File: src/rtl/oam_dma_engine.sv
// oam_dma_engine: sprite DMA behind the 2A03 $4014 register.
// A CPU write to DMA_REG_ADDR latches the source page and stalls the CPU.
// The engine then copies XFER_LEN bytes from {page, index} to the PPU OAM
// data port as alternating get (read) and put (write) bus cycles.
module oam_dma_engine #(
  parameter logic [15:0] DMA_REG_ADDR  = 16'h4014,
  parameter logic [15:0] OAM_DATA_ADDR = 16'h2004,
  parameter int          XFER_LEN      = 256
) (
  input  logic        clock,
  input  logic        reset,
  input  logic [15:0] cpu_addr,
  input  logic [7:0]  cpu_wdata,
  input  logic        cpu_rw,
  input  logic [7:0]  bus_rdata,
  output logic        halt,
  output logic        dma_active,
  output logic [15:0] dma_addr,
  output logic        dma_rw,
  output logic [7:0]  dma_wdata
);

  localparam logic [7:0] LAST_INDEX = 8'(XFER_LEN - 1);

  typedef enum logic [2:0] {
    IDLE,
    HALT_WAIT,
    ALIGN,
    READ,
    WRITE
  } state_t;

  state_t     state_q, state_d;
  logic [7:0] index_q, index_d;
  logic [7:0] page_q,  page_d;
  logic       parity_q;
  logic [7:0] wdata_q;

  // State register, get/put parity and the byte carried from READ to WRITE.
  always_ff @(posedge clock) begin
    // NOTE: every flop here uses <= so all of them sample the pre-edge
    // values together; a blocking = would let later lines see new values.
    if (reset) begin
      state_q  <= IDLE;
      index_q  <= '0;
      page_q   <= '0;
      parity_q <= 1'b0;
      wdata_q  <= '0;
    end else begin
      state_q  <= state_d;
      index_q  <= index_d;
      page_q   <= page_d;
      parity_q <= ~parity_q;
      if (state_q == READ) wdata_q <= bus_rdata;
    end
  end

  // Next-state logic and the bus signals presented during each state.
  always_comb begin
    // NOTE: every output and next value gets a default before the case so
    // that no path leaves one unassigned, which would infer a latch.
    state_d    = state_q;
    index_d    = index_q;
    page_d     = page_q;
    halt       = 1'b1;
    dma_active = 1'b0;
    dma_addr   = '0;
    dma_rw     = 1'b1;

    unique case (state_q)
      IDLE: begin
        halt = 1'b0;
        if (!cpu_rw && cpu_addr == DMA_REG_ADDR) begin
          page_d  = cpu_wdata;
          state_d = HALT_WAIT;
        end
      end

      // RDY only stops the CPU on a read; a read cycle here is the halt
      // cycle. The first DMA cycle must be a get, so insert one dummy
      // cycle when the next cycle would be a put.
      HALT_WAIT: begin
        if (cpu_rw) state_d = parity_q ? READ : ALIGN;
      end

      ALIGN: begin
        dma_active = 1'b1;
        dma_addr   = OAM_DATA_ADDR;
        state_d    = READ;
      end

      READ: begin
        dma_active = 1'b1;
        dma_addr   = {page_q, index_q};
        state_d    = WRITE;
      end

      WRITE: begin
        dma_active = 1'b1;
        dma_addr   = OAM_DATA_ADDR;
        dma_rw     = 1'b0;
        if (index_q == LAST_INDEX) begin
          index_d = '0;
          state_d = IDLE;
        end else begin
          index_d = index_q + 8'd1;
          state_d = READ;
        end
      end

      default: begin
        halt    = 1'b0;
        state_d = IDLE;
      end
    endcase
  end

  assign dma_wdata = wdata_q;

endmodule
File: config.mk
export PLATFORM = sky130hd
export DESIGN_NAME = oam_dma_engine
export DESIGN_NICKNAME = d
export VERILOG_FILES = /design/src/rtl/oam_dma_engine.sv
export SDC_FILE = /design/constraint.sdc
export NUM_CORES = 1
export LEC_CHECK = 0
export CAP_MARGIN = 20
export CELL_PAD_IN_SITES_DETAIL_PLACEMENT = 1
export CELL_PAD_IN_SITES_GLOBAL_PLACEMENT = 2
export CORE_MARGIN = 5
export CORE_UTILIZATION = 24
export CTS_CLUSTER_SIZE = 12
export DETAILED_ROUTE_END_ITERATION = 12
export PLACE_DENSITY = 0.92
export SETUP_SLACK_MARGIN = 0.2
export SLEW_MARGIN = 0
export SYNTH_ARGS = -nofsm -noshare
export SYNTH_HDL_FRONTEND = slang
export SYNTH_SLANG_ARGS = --single-unit
File: constraint.sdc
create_clock -name clock -period 3.3 [get_ports clock]
set_clock_uncertainty 0.15 [all_clocks]
set_input_delay 0.66 -clock clock [delete_from_list [all_inputs] [get_ports clock]]
set_output_delay 0.66 -clock clock [all_outputs]
set_load 0.02 [all_outputs]
Word level (Yosys, flattened, before mapping)
Index checks and enable logic that the tools add are counted.
{ "op_classes": {"n_addsub": 1, "mul": 0, "n_div": 0, "magnitude_cmp": 0, "n_eq_ne": 8, "shift": 0, "mux": 10, "bitwise": 1, "n_reduce_logical": 8} }
{ "ops": {"columns": ["op", "count"], "rows": [
  ["16-bit one-hot mux with 2 select lines", 1],
  ["16-bit by 15-bit == test with 1-bit output, second input constant", 1],
  ["3-bit one-hot mux with 5 select lines", 1],
  ["8-bit by 1-bit adder with 8-bit output, second input constant", 1],
  ["8-bit == test, second input constant", 1],
  ["8-bit two-way mux", 1],
  ["3-bit by 2-bit == test with 1-bit output, second input constant", 2],
  ["3-bit two-way mux", 2],
  ["1-bit two-way mux", 4],
  ["2-bit != test, second input constant", 2],
  ["2-bit AND reduction", 2],
  ["4-bit OR reduction", 1],
  ["3-bit by 1-bit == test with 1-bit output, second input constant", 1],
  ["3-bit == test, second input constant", 1],
  ["3-bit logical NOT", 1],
  ["3-bit OR reduction", 1],
  ["2-bit two-way mux", 1],
  ["2-bit OR reduction", 1],
  ["1-bit logical AND", 1],
  ["1-bit logical NOT", 1],
  ["1-bit NOT", 1]
]} }
{ "word_totals": {"reg_bits": 28, "latch_bits": 0, "ram_bits": 0, "rom_bits": 0, "inputBits": 35, "out_inout_bits": 27, "elab_cells": 33, "n_memories": 0} }

Longest topological paths before layout
{ "depth": {"ltp_word": 4, "mapped_depth": 7, "mapped_depth_nobuf": 5} }

Worst setup path before layout
Ideal clock, no wire load.
{ "synth_path": {"path_type": "input to register", "start": "in cpu_addr[13]", "end": "reg page_q[0]", "setup_ns": 0.132, "arrival_ns": 1.980, "required_time_ns": 3.018, "path_slack_ns": 1.038, "cell_stages": 5, "path_buffers": 1, "cell_sequence": "or4b_1 > or4_1 > buf_2 > o21ai_1 > a21oi_1"} }
{ "synth_between": {"elab_chain_len": 3} }
{ "synth_lines": {"columns": ["element", "line_no", "text"], "rows": [
  ["from (decl)", "12", "input logic [15:0] cpu_addr,"],
  ["16-bit by 15-bit == test with 1-bit output", "73", "if (!cpu_rw && cpu_addr == DMA_REG_ADDR) begin"],
  ["1-bit logical AND", "73", null],
  ["2-bit AND reduction (no source line)", null, null],
  ["to (signal assigned)", "52", "page_q <= page_d;"],
  ["to (decl)", "35", "logic [7:0] page_q, page_d;"]
]} }
No other way between the ends.
A chain may end at the register's enable or synchronous reset.

Worst setup path in the final report
{ "layout_path": {"start": "reg state_q[1]", "end": "out dma_addr[14]"} }
{ "layout_between": {"elab_chain_len": 3, "elab_cells_between_ends": 5, "classes_between": "eq/ne: 3; mux: 1; reduce/logical: 1"} }
{ "layout_lines": {"columns": ["element", "line_no", "text"], "rows": [
  ["from (decl)", "33", "state_t state_q, state_d;"],
  ["from (signal assigned)", "50", "state_q <= state_d;"],
  ["3-bit == test / 3-bit by 2-bit == test with 1-bit output (equally long branches)", "70", "unique case (state_q)"],
  ["2-bit OR reduction (no source line)", null, null],
  ["16-bit one-hot mux with 2 select lines (*)", "70", null],
  ["to (decl)", "18", "output logic [15:0] dma_addr,"]
]} }
Mark *: on every way between the ends. The rest lies on a longest branch, timed or not.

==> results_dict.tcl <==
set metrics [dict create \
    status "finished, final reports clean" \
    wl_per_cell_um 13.3 \
    track_usage_pct 10.9 \
    synth_seq_area_share_pct 41.0 \
    cp-end-kind "output pin" \
    clockRootBuffer "clkbuf_8" \
    dieArea_mm2 0.00731 \
    htree_levels 1 \
    synth_nets 208 \
    clkLatencyLatePin_ns 0.27 \
    final_cell_mix "clkdlybuf4s50_1, dfxtp_1, nand2_1, a21oi_1, nor2_1" \
    rsz0062_at_grt "no" \
    regArea_um2 562 \
    timing.rr.start "state_q[0]$_SDFFE_PP0P_" \
    crit_end "dma_addr[14]" \
    synth-async-reset-ratio_pct 0 \
    worst_pin_slew_ns 0.427 \
    detail-route-antenna-nets 0 \
    worstReg2RegEnd "page_q[7]$_SDFFE_PP0P_" \
    area_growth_pct 53.1 \
    cp_cell_sequence "nor2b_2 > buf_4 > and3_1 > clkdlybuf4s50_1" \
    synthAdderAreaFrac_pct 0.914 \
    critPathLaunchType "flop" \
    grt_pass1_wl_mm 6.58 \
    synth_top_family_by_area "simple AND/OR/NAND/NOR gates" \
    postCtsSetupRepairBufs 0 \
    setup_tns_ns 0 \
    slew_viol_final 0 \
    synth-simple-area-share_pct 32.1 \
    drive_gt1_share_pct 6.58 \
    ff2ff_setup_slack_ns 1.20 \
    die_y_um 85.5 \
    gp_congestion 0.738 \
    synth_ff_type "dfxtp_1" \
    path_class "reg -> out" \
    cp.required_ns 2.49 \
    io_pins 62 \
    cts_made_buffers 3 \
    clock_path_buffers 2 \
    final_net_count 265 \
    cp.depth 4 \
    period_share_pct 88.4 \
    max-slew-margin-rel_pct 71.4 \
    synth_area_mm2 0.00137 \
    path_clk_slew_ns 0.10 \
    synth_edf_count 0 \
    leakage_nw 0.764 \
    fmax_mhz 343 \
    start_util_pct 24.7 \
    crit_start "state_q[1]$_SDFFE_PP0P_" \
    port_buffers 61 \
    multi_input_area_um2 741 \
    final_common_cell "clkdlybuf4s50_1" \
    peakVddDrop_uv 150 \
    antenna_cells 0 \
    core_region_area_mm2 0.00554 \
    dr.pass1.iters 4 \
    synth.distinct_cells 38 \
    synth-compound-area-share_pct 15.8 \
    ys_warn_count 0 \
    cpMaxStageDelayCell "clkdlybuf4s50_1" \
    finalPower_mw 0.607 \
    cts.repair.resized 0 \
    gr-total-overflow 0 \
    final_cell_count_no_fill 300 \
    drt_iter0_markers 61 \
    cp_num_buf_inv 2 \
    pre_cts_ws_ns 0.495 \
    fill_cells 675 \
    crit_family "buffers and inverters" \
    grt_max_degree 27 \
    cts_hold_buffers 0 \
    cts_tree "yes" \
    crit_arrival_ns 2.11 \
    critPathMaxFanout 9 \
    worstHoldPathType "reg -> reg" \
    die_w_um 85.5 \
    synthCells 172 \
    p_per_area_mw_per_mm2 290 \
    drt_wl_total_mm 3.99 \
    hold_violations 0 \
    rows 27 \
    crit_path_max_incr_delay_ns 0.62 \
    grt_pass1_vias 1380 \
    ys_ff_latch 28 \
    yosys.area_share.xor_xnor_pct 5.12 \
    drv_cap 0 \
    ff2ff_path_depth 4 \
    place_inst 296 \
    synth_area_per_cell_um2 7.96 \
    vias 1411 \
    clock-sinks 28 \
    worst_slack_ns 0.384 \
    finalSetupViolCount 0 \
    dp_hpwl_mm 3.03 \
    viasPerCell 4.70 \
    synth_mux_area_share_pct 0 \
    min_period_ns 2.92 \
    drc 0 \
    grt_antenna_before_repair 0 \
]
-- worst reg2reg max path, stage by stage, from the launching register on --
cell	delay [ns]
dfxtp_2	0.46
or3_1	0.42
or4_1	0.68
o21ai_1	0.21
a21oi_1	0.08
-- report_power, final --
part / total, mW / internal, mW / leakage [nW] / switching, mW
Combinational: 0.0532 / 0.0384 / 0.509 / 0.0148
Clock: 0.215 / 0.107 / 0.0288 / 0.108
Sequential: 0.339 / 0.338 / 0.226 / 0.000420
Total: 0.607 / 0.484 / 0.764 / 0.123
-- final cells by class --
class | instances | share of cell area [%]
clock buffers | 4 | 2.63
inverters | 2 | 0.358
multi-input cells | 129 | 35.3
flip-flops and latches | 28 | 26.8
well taps | 72 | 4.30
repair buffers | 65 | 30.6
-- how the worst min path moves through the flow --
stage / from / slack [ns] / cells past startpoint / endpoint
after CTS: parity_q$_SDFF_PP0_ / 0.28 / 1 / parity_q$_SDFF_PP0_
after global routing: parity_q$_SDFF_PP0_ / 0.31 / 1 / parity_q$_SDFF_PP0_
final: parity_q$_SDFF_PP0_ / 0.27 / 1 / parity_q$_SDFF_PP0_
after global placement: parity_q$_SDFF_PP0_ / 0.25 / 1 / parity_q$_SDFF_PP0_
after floorplan: parity_q$_SDFF_PP0_ / 0.24 / 1 / parity_q$_SDFF_PP0_
after detailed placement: parity_q$_SDFF_PP0_ / 0.26 / 1 / parity_q$_SDFF_PP0_
-- through the flow --
stage / utilization, % / hold slack, ns / instance area [um^2]
6_report: 37.8 / 0.274 / 2100
5_1_grt: 37.8 / 0.309 / 2100
4_1_cts: 37.8 / 0.276 / 2090
3_5_place_dp: 36.8 / 0.261 / 2040
3_3_place_gp: 36.8 / 0.253 / 2040
2_1_floorplan: - / 0.243 / 1370
-- layer usage --
metal	wire length, um	track usage, %	vias to the layer above
met5	0	0	-
met4	27	3.45	0
met3	307	2.88	2
met2	1860	18.2	45
met1	1800	13.7	647
li1	-	-	717
-- cell families after synthesis --
group / count (synthesis)
flip-flops: 28
AND/OR/NAND/NOR: 82
AO/OA/AOI/OAI: 38
buffers and inverters: 15
XOR/XNOR: 8
adder cells (fa/ha/maj): 1
-- flip-flops by register name, summed over array words and instances, names as in the netlist --
signal	cells
page_q	8
index_q	8
state_q	3
parity_q	1
dma_wdata	8
-- synthesized netlist by cell type, types with 3 or more instances --
cell,number,area share [%]
clkbuf_1,8,2.2
nand2_1,21,5.8
a211oi_1,3,1.6
nor3_1,3,1.1
xor2_1,3,1.9
and3_1,14,6.4
nand4_1,10,4.6
nor2_1,18,4.9
o21ai_1,8,2.9
xnor2_1,5,3.2
a21oi_1,20,7.3
dfxtp_1,28,41
(Power assumes the default switching activity.)
